[src/rtl/udc_pkg.sv]
// Shared definitions for the up/down cyclic counter peripheral.
// Holds the FSM state type, the bus register map, and the bit positions
// of the CTRL and STATUS registers so the regfile and the counter core
// agree on them.
package udc_pkg;

  typedef enum logic [1:0] {
    IDLE  = 2'd0,
    LEG_A = 2'd1,
    LEG_B = 2'd2,
    LEG_C = 2'd3
  } udc_state_t;

  localparam logic [2:0] ADDR_PLR         = 3'd0;
  localparam logic [2:0] ADDR_ULR         = 3'd1;
  localparam logic [2:0] ADDR_LLR         = 3'd2;
  localparam logic [2:0] ADDR_CCR         = 3'd3;
  localparam logic [2:0] ADDR_CTRL        = 3'd4;
  localparam logic [2:0] ADDR_STATUS      = 3'd5;
  localparam logic [2:0] ADDR_CYCLES_LEFT = 3'd6;
  localparam logic [2:0] ADDR_COUNT       = 3'd7;

  localparam int unsigned CTRL_START      = 0;
  localparam int unsigned CTRL_ABORT      = 1;
  localparam int unsigned CTRL_DOWN_FIRST = 2;
  localparam int unsigned CTRL_CONTINUOUS = 3;

  localparam int unsigned ST_BUSY   = 0;
  localparam int unsigned ST_DIR    = 1;
  localparam int unsigned ST_ERR    = 2;
  localparam int unsigned ST_WR_REJ = 3;

endpackage

[src/rtl/udc_regfile.sv]
// Bus-side register file of the cyclic counter.
// Decodes the chip-select/read/write strobes, holds the limit registers
// (PLR/ULR/LLR/CCR) and CTRL mode bits, locks the limits while a profile
// runs (flagging rejected writes in sticky wr_rej), and registers read data.
// Ports:
//   clk_i, rst_ni          clock, async active-low reset
//   ncs_i, nrd_i, nwr_i    active-low bus strobes
//   addr_i, din_i          register address / write data
//   busy_i, dir_i          live counter status
//   cycles_left_i, count_i live counter values for read-back
//   plr_o..ccr_o           limit registers
//   down_first_o, continuous_o  CTRL mode bits
//   start_wr_o, abort_wr_o one-cycle CTRL command strobes
//   err_o                  limits inconsistent (combinational)
//   dout_o, dout_en_o      registered read data / read enable
module udc_regfile
  import udc_pkg::*;
#(
  parameter int unsigned WIDTH     = 8,
  parameter int unsigned CCR_WIDTH = 8
) (
  input  logic                 clk_i,
  input  logic                 rst_ni,
  input  logic                 ncs_i,
  input  logic                 nrd_i,
  input  logic                 nwr_i,
  input  logic [2:0]           addr_i,
  input  logic [WIDTH-1:0]     din_i,
  input  logic                 busy_i,
  input  logic                 dir_i,
  input  logic [CCR_WIDTH-1:0] cycles_left_i,
  input  logic [WIDTH-1:0]     count_i,
  output logic [WIDTH-1:0]     plr_o,
  output logic [WIDTH-1:0]     ulr_o,
  output logic [WIDTH-1:0]     llr_o,
  output logic [CCR_WIDTH-1:0] ccr_o,
  output logic                 down_first_o,
  output logic                 continuous_o,
  output logic                 start_wr_o,
  output logic                 abort_wr_o,
  output logic                 err_o,
  output logic [WIDTH-1:0]     dout_o,
  output logic                 dout_en_o
);

  logic [WIDTH-1:0]     plr_q, plr_d, ulr_q, ulr_d, llr_q, llr_d;
  logic [CCR_WIDTH-1:0] ccr_q, ccr_d;
  logic                 df_q, df_d, cont_q, cont_d;
  logic                 wr_rej_q, wr_rej_d;
  logic [WIDTH-1:0]     dout_q, dout_d;
  logic                 rd_en, wr_en, lim_wr;
  logic [WIDTH-1:0]     rdata;
  logic [3:0]           status, ctrl_rd;

  // A write takes precedence when both strobes are low.
  assign wr_en     = !ncs_i && !nwr_i;
  assign rd_en     = !ncs_i && !nrd_i && nwr_i;
  assign lim_wr    = wr_en && (addr_i <= ADDR_CCR);
  assign dout_en_o = rd_en;

  assign err_o = !((llr_q <= plr_q) && (plr_q <= ulr_q));

  assign start_wr_o = wr_en && (addr_i == ADDR_CTRL) && din_i[CTRL_START];
  assign abort_wr_o = wr_en && (addr_i == ADDR_CTRL) && din_i[CTRL_ABORT];

  always_comb begin
    plr_d  = plr_q;
    ulr_d  = ulr_q;
    llr_d  = llr_q;
    ccr_d  = ccr_q;
    df_d   = df_q;
    cont_d = cont_q;
    if (wr_en) begin
      case (addr_i)
        ADDR_PLR:  if (!busy_i) plr_d = din_i;
        ADDR_ULR:  if (!busy_i) ulr_d = din_i;
        ADDR_LLR:  if (!busy_i) llr_d = din_i;
        ADDR_CCR:  if (!busy_i) ccr_d = din_i[CCR_WIDTH-1:0];
        ADDR_CTRL: begin
          df_d   = din_i[CTRL_DOWN_FIRST];
          cont_d = din_i[CTRL_CONTINUOUS];
        end
        default: ;
      endcase
    end
  end

  always_comb begin
    wr_rej_d = wr_rej_q;
    if (lim_wr && busy_i)
      wr_rej_d = 1'b1;
    else if (rd_en && (addr_i == ADDR_STATUS))
      wr_rej_d = 1'b0;
  end

  always_comb begin
    status            = '0;
    status[ST_BUSY]   = busy_i;
    status[ST_DIR]    = dir_i;
    status[ST_ERR]    = err_o;
    status[ST_WR_REJ] = wr_rej_q;
    ctrl_rd                  = '0;
    ctrl_rd[CTRL_DOWN_FIRST] = df_q;
    ctrl_rd[CTRL_CONTINUOUS] = cont_q;
    case (addr_i)
      ADDR_PLR:         rdata = plr_q;
      ADDR_ULR:         rdata = ulr_q;
      ADDR_LLR:         rdata = llr_q;
      ADDR_CCR:         rdata = WIDTH'(ccr_q);
      ADDR_CTRL:        rdata = WIDTH'(ctrl_rd);
      ADDR_STATUS:      rdata = WIDTH'(status);
      ADDR_CYCLES_LEFT: rdata = WIDTH'(cycles_left_i);
      default:          rdata = count_i;
    endcase
    dout_d = rd_en ? rdata : dout_q;
  end

  always_ff @(posedge clk_i or negedge rst_ni) begin
    if (!rst_ni) begin
      plr_q    <= '0;
      ulr_q    <= '1;
      llr_q    <= '0;
      ccr_q    <= '0;
      df_q     <= 1'b0;
      cont_q   <= 1'b0;
      wr_rej_q <= 1'b0;
      dout_q   <= '0;
    end else begin
      plr_q    <= plr_d;
      ulr_q    <= ulr_d;
      llr_q    <= llr_d;
      ccr_q    <= ccr_d;
      df_q     <= df_d;
      cont_q   <= cont_d;
      wr_rej_q <= wr_rej_d;
      dout_q   <= dout_d;
    end
  end

  assign plr_o        = plr_q;
  assign ulr_o        = ulr_q;
  assign llr_o        = llr_q;
  assign ccr_o        = ccr_q;
  assign down_first_o = df_q;
  assign continuous_o = cont_q;
  assign dout_o       = dout_q;

endmodule

[src/rtl/udc_cyclic_counter_p.sv]
// Parametrised up/down cyclic counter peripheral.
// Runs the profile PLR->ULR->LLR->PLR (or PLR->LLR->ULR->PLR when
// down_first is set) CCR times, or forever in continuous mode, stepping one
// count per clock with a single dwell clock at each turning point.
// Ports:
//   clk, reset             clock, async active-low reset
//   ncs, nrd, nwr, addr, din, dout, dout_en   peripheral bus
//   start_in               start request (rising edge)
//   cout                   live count
//   dir                    1 = last step up, 0 = down or idle
//   busy                   profile running
//   ec                     one-cycle end-of-count pulse
//   err                    limits inconsistent
module udc_cyclic_counter_p
  import udc_pkg::*;
#(
  parameter int unsigned WIDTH     = 8,
  parameter int unsigned CCR_WIDTH = 8
) (
  input  logic             clk,
  input  logic             reset,
  input  logic             ncs,
  input  logic             nrd,
  input  logic             nwr,
  input  logic [2:0]       addr,
  input  logic [WIDTH-1:0] din,
  output logic [WIDTH-1:0] dout,
  output logic             dout_en,
  input  logic             start_in,
  output logic [WIDTH-1:0] cout,
  output logic             dir,
  output logic             busy,
  output logic             ec,
  output logic             err
);

  udc_state_t           state_q, state_d;
  logic [WIDTH-1:0]     cout_q, cout_d;
  logic                 dir_q, dir_d;
  logic                 ec_q, ec_d;
  logic [CCR_WIDTH-1:0] cycles_q, cycles_d;
  logic                 start_prev_q;

  logic [WIDTH-1:0]     plr, ulr, llr, target;
  logic [CCR_WIDTH-1:0] ccr;
  logic                 down_first, continuous, start_wr, abort_wr;
  logic                 start_rise, start_acc;

  udc_regfile #(
    .WIDTH     (WIDTH),
    .CCR_WIDTH (CCR_WIDTH)
  ) u_regfile (
    .clk_i         (clk),
    .rst_ni        (reset),
    .ncs_i         (ncs),
    .nrd_i         (nrd),
    .nwr_i         (nwr),
    .addr_i        (addr),
    .din_i         (din),
    .busy_i        (busy),
    .dir_i         (dir_q),
    .cycles_left_i (cycles_q),
    .count_i       (cout_q),
    .plr_o         (plr),
    .ulr_o         (ulr),
    .llr_o         (llr),
    .ccr_o         (ccr),
    .down_first_o  (down_first),
    .continuous_o  (continuous),
    .start_wr_o    (start_wr),
    .abort_wr_o    (abort_wr),
    .err_o         (err),
    .dout_o        (dout),
    .dout_en_o     (dout_en)
  );

  assign busy       = (state_q != IDLE);
  assign start_rise = start_in && !start_prev_q;
  assign start_acc  = (start_rise || start_wr) && !ncs && !busy && !err;

  always_comb begin
    case (state_q)
      LEG_A:   target = down_first ? llr : ulr;
      LEG_B:   target = down_first ? ulr : llr;
      default: target = plr;
    endcase
  end

  always_comb begin
    state_d  = state_q;
    cout_d   = cout_q;
    dir_d    = dir_q;
    ec_d     = 1'b0;
    cycles_d = cycles_q;
    if (state_q == IDLE) begin
      if (start_acc) begin
        cout_d   = plr;
        cycles_d = ccr;
        state_d  = LEG_A;
      end
    end else if (abort_wr) begin
      state_d = IDLE;
      dir_d   = 1'b0;
    end else if (state_q == LEG_A && cycles_q == '0 && !continuous) begin
      // Zero cycle count: end the run on the first leg cycle without moving.
      state_d = IDLE;
      dir_d   = 1'b0;
      ec_d    = 1'b1;
    end else if (cout_q != target) begin
      if (cout_q < target) begin
        cout_d = cout_q + WIDTH'(1);
        dir_d  = 1'b1;
      end else begin
        cout_d = cout_q - WIDTH'(1);
        dir_d  = 1'b0;
      end
    end else begin
      // Dwell at the turning point: dir keeps the finished leg's direction.
      case (state_q)
        LEG_A: state_d = LEG_B;
        LEG_B: state_d = LEG_C;
        default: begin
          if (continuous) begin
            state_d = LEG_A;
          end else if (cycles_q <= CCR_WIDTH'(1)) begin
            cycles_d = '0;
            state_d  = IDLE;
            dir_d    = 1'b0;
            ec_d     = 1'b1;
          end else begin
            cycles_d = cycles_q - CCR_WIDTH'(1);
            state_d  = LEG_A;
          end
        end
      endcase
    end
  end

  always_ff @(posedge clk or negedge reset) begin
    if (!reset) begin
      state_q      <= IDLE;
      cout_q       <= '0;
      dir_q        <= 1'b0;
      ec_q         <= 1'b0;
      cycles_q     <= '0;
      start_prev_q <= 1'b0;
    end else begin
      state_q      <= state_d;
      cout_q       <= cout_d;
      dir_q        <= dir_d;
      ec_q         <= ec_d;
      cycles_q     <= cycles_d;
      start_prev_q <= start_in;
    end
  end

  assign cout = cout_q;
  assign dir  = dir_q;
  assign ec   = ec_q;

endmodule

[config.mk]
export PLATFORM = sky130hd
export DESIGN_NAME = udc_cyclic_counter_p
export DESIGN_NICKNAME = d
export VERILOG_FILES = /design/src/rtl/udc_pkg.sv /design/src/rtl/udc_regfile.sv /design/src/rtl/udc_cyclic_counter_p.sv
export SDC_FILE = /design/constraint.sdc
export NUM_CORES = 1
export LEC_CHECK = 0
export ABC_AREA = 1
export ABC_CLOCK_PERIOD_IN_PS = 4370
export CORE_AREA = 2 2 105 107
export CTS_BUF_LIST = sky130_fd_sc_hd__clkbuf_2 sky130_fd_sc_hd__clkbuf_4 sky130_fd_sc_hd__clkbuf_8
export CTS_CLUSTER_SIZE = 28
export DETAILED_ROUTE_END_ITERATION = 8
export DIE_AREA = 0 0 107 109
export PLACE_DENSITY = 0.6
export SETUP_SLACK_MARGIN = 0.15
export SYNTH_ARGS = -nofsm -noshare
export SYNTH_HDL_FRONTEND = slang
export SYNTH_SLANG_ARGS = --single-unit
[constraint.sdc]
create_clock -name clk -period 4.37 [get_ports clk]
set_clock_uncertainty 0.15 [all_clocks]
set_input_delay 0.874 -clock clk [delete_from_list [all_inputs] [get_ports clk]]
set_output_delay 0.874 -clock clk [all_outputs]
set_load 0.1 [all_outputs]
==> reports/metrics.yaml <==
initial_core_util: 0.429
worstSetupStartpoint: "state_q[1]"
hp-class: "flip-flop to flip-flop"
cp_cell_sequence: "inv_1, ha_1, nand3_1, o21ai_0, ha_1, a21oi_1, nor2_1, nor2_1, nand2_1, ha_1, nand3_1, nand3_1, a21oi_1, or2_2, a31oi_1, nand2_1, nand2_1"
path_clk_slew_ns: 0.08
synth_area_per_cell_um2: 7.45
grt_pass1_wl_um: 21500
cp_slowest_stage_delay_ns: 0.65
critPathKind: "flip-flop to flip-flop"
core-area_um2: 10600
setup_viol: 0
synthFlopType: "dfrtp_1"
synth.distinct_cells: 45
grt_antenna_before_repair: 0
drt-initial-drc-count: 373
status: "complete, no violations"
hold_viol: 0
cts_setup_buffers: 0
hold_slack_ns: 0.328
rsz0062_at_grt: "false"
ios: 38
ctsHoldBuffers: 0
cts_made_buffers: 9
vias: 4231
globalRouteTotalUtil: 0.246
root_buffer: "clkbuf_8"
cp_num_buf_inv: 1
post_drt_wl_per_cell_um: 16.6
wl_met2_um: 5530
m1WireLength_um: 6360
syn-num-nets: 665
worstRegToRegCells: 17
clkSinkCount: 64
setup_ws_ns: 0.518
dieHeight_um: 109
cp_data_required_time_ns: 4.54
r2r-start: "state_q[1]"
dpl.cell_count: 780
async_flop_share: 1.00
drive_above_1_share: 0.104
gp_congestion: 0.918
tightest_slew_ns: 0.968
fin_crit_ns: 3.85
cap_viol_max_count: 0
drc: 0
synth_xor_area_frac: 0.0135
cts_tree: "built"
yosys.area_share.simple: 0.247
yosysSeqAreaShare: 0.354
cts-resized-gates: 0
rows: 38
drt-vias-per-instance: 5.32
maxSlewViolCount: 0
dpl_worst_slack_ns: 0.579
rrSetupSlack_ns: 0.52
diodes: 0
drtPass1Iterations: 5
finalWirelength_um: 13200
fmax_ghz: 0.260
insertion_delay_ns: 0.38
top_layer: "met4"
wl_met3_um: 815
synth_warnings: 0
fin_cells: 796
cts_max_level: 3
critPathSlowestCell: "ha_1"
synth-compound-area-share: 0.198
syn_to_final_growth_pct: 15.9
fillCellCount: 1061
synth_cells: 611
synth_area_um2: 4550
overflow: 0
synth_top_family_by_area: "simple AND/OR/NAND/NOR gates"
nNetsFinal: 705
grt_pass1_vias: 4014
endpoint: "cout[5]"
critPathLaunchType: "flip-flop"
die_x_um: 107
worstSetupPathDepth: 17
synth-seq-cells: 64
setup_tns_ns: 0
detail-route-antenna-nets: 0
die-area_um2: 11700
cp_max_fo: 19
rr_endpoint: "cout[5]"
grt_start_max_net_pins: 41
synth_adder_area_share: 0.103
maxSlewHeadroom: 0.353
dp_hpwl_um: 10300
port_buffers: 37
arrival_ns: 4.02
synth-edff-count: 0
critPathTopFamily: "adder cells"
synth.mux.area_fraction: 0
fin_crit_sh: 0.881
cp-end-kind: "flip-flop"
cts_buffer_depth: 2
how the worst min path moves through the flow:
stage                            start                  to  slack [ns]  cells after the start
floorplan                  cycles_q[1]         cycles_q[1]        0.29                      2
global placement    u_regfile.ulr_o[7]  u_regfile.ulr_o[7]        0.31                      2
detailed placement         cycles_q[1]         cycles_q[1]        0.31                      2
CTS                 u_regfile.ulr_o[7]  u_regfile.ulr_o[7]        0.33                      2
global route        u_regfile.ulr_o[3]  u_regfile.ulr_o[3]        0.34                      2
finish                     cycles_q[1]         cycles_q[1]        0.33                      2
layer usage:
metal  vias to the layer above  global-route usage
met4                         0               0.115
met5                         -                   0
met1                      1945               0.349
met3                        28              0.0508
li1                       2116                   -
met2                       142               0.359
layout by cell type (no fill, tap or decap), drive strengths merged:
cell type	netlist	layout
a31oi	3	3
nor2	23	23
a22oi	1	1
o211ai	2	2
dfstp	8	8
xor2	5	5
or2	2	2
bufinv	0	1
clkbuf	7	11
nand2	173	173
fa	1	1
xnor2	2	2
dfrtp	56	56
ha	36	36
a21o	5	5
clkinv	1	3
o21a	1	1
inv	86	86
a21oi	44	44
clkdlybuf4s50	0	33
nand3	36	36
o221ai	2	2
o21ai	81	81
o31ai	1	1
o21bai	1	1
clkinvlp	0	2
o22ai	12	12
a211oi	3	3
nand4	8	8
nor3	4	4
o2111ai	1	1
buf	6	9
synthesized netlist by cell type, drive strengths merged (2+ instances only):
library cell / n / share of area
xor2: 5 / 0.0096
a211oi: 3 / 0.0050
nand3: 36 / 0.043
nor3: 4 / 0.0066
a31oi: 3 / 0.0041
xnor2: 2 / 0.0039
or2: 2 / 0.0027
ha: 36 / 0.099
o221ai: 2 / 0.0039
nand2: 173 / 0.16
nor2: 23 / 0.026
o211ai: 2 / 0.0033
o21ai: 81 / 0.092
buf: 6 / 0.0063
clkbuf: 7 / 0.0058
dfstp: 8 / 0.046
a21oi: 44 / 0.057
dfrtp: 56 / 0.31
inv: 86 / 0.071
nand4: 8 / 0.012
a21o: 5 / 0.0083
o22ai: 12 / 0.017
registers in the layout, indices dropped and copies added, names as in the netlist:
signal                  flops
u_regfile.down_first_o      1
u_regfile.ccr_o             8
u_regfile.plr_o             8
ec                          1
u_regfile.llr_o             8
start_prev_q                1
state_q                     2
dir                         1
cout                        8
u_regfile.ulr_o             8
u_regfile.continuous_o      1
u_regfile.wr_rej_q          1
cycles_q                    8
u_regfile.dout_o            8
worst register-to-register path: stages, from the launching register on:
cell and delay, ns:
dfrtp_1 0.38, inv_1 0.07, ha_1 0.65, nand3_1 0.15, o21ai_0 0.11, ha_1 0.28
a21oi_1 0.14, nor2_1 0.06, nor2_1 0.14, nand2_1 0.26, ha_1 0.49, nand3_1 0.11
nand3_1 0.17, a21oi_1 0.11, or2_2 0.28, a31oi_1 0.13, nand2_1 0.07, nand2_1 0.06
layout make-up:
type / count / area, um2 / share of cell area
multi-input cells: 447 / 2560 / 0.485
flip-flops and latches: 64 / 1610 / 0.306
repair buffers: 42 / 395 / 0.0750
inverters: 87 / 327 / 0.0620
well taps: 140 / 175 / 0.0332
clock buffers: 11 / 151 / 0.0287
clock inverters: 5 / 55.1 / 0.0104
through the flow:
step	utilization	instance area, um2
finish	0.497	5270
global route	0.497	5270
CTS	0.497	5270
detailed placement	0.478	5060
global placement	0.478	5060
floorplan	-	4550
cell families (layout without fill, tap and decap cells):
logic type,count (synthesis),count (layout)
simple gates,246,246
xor+xnor,7,7
flops,64,64
compound gates,157,157
fa+ha+maj,37,37
buf+inv,100,145
Power is left out: the tool's default activity adds up to more than one toggle a clock period on the data nets, which glitch-free logic cannot reach.
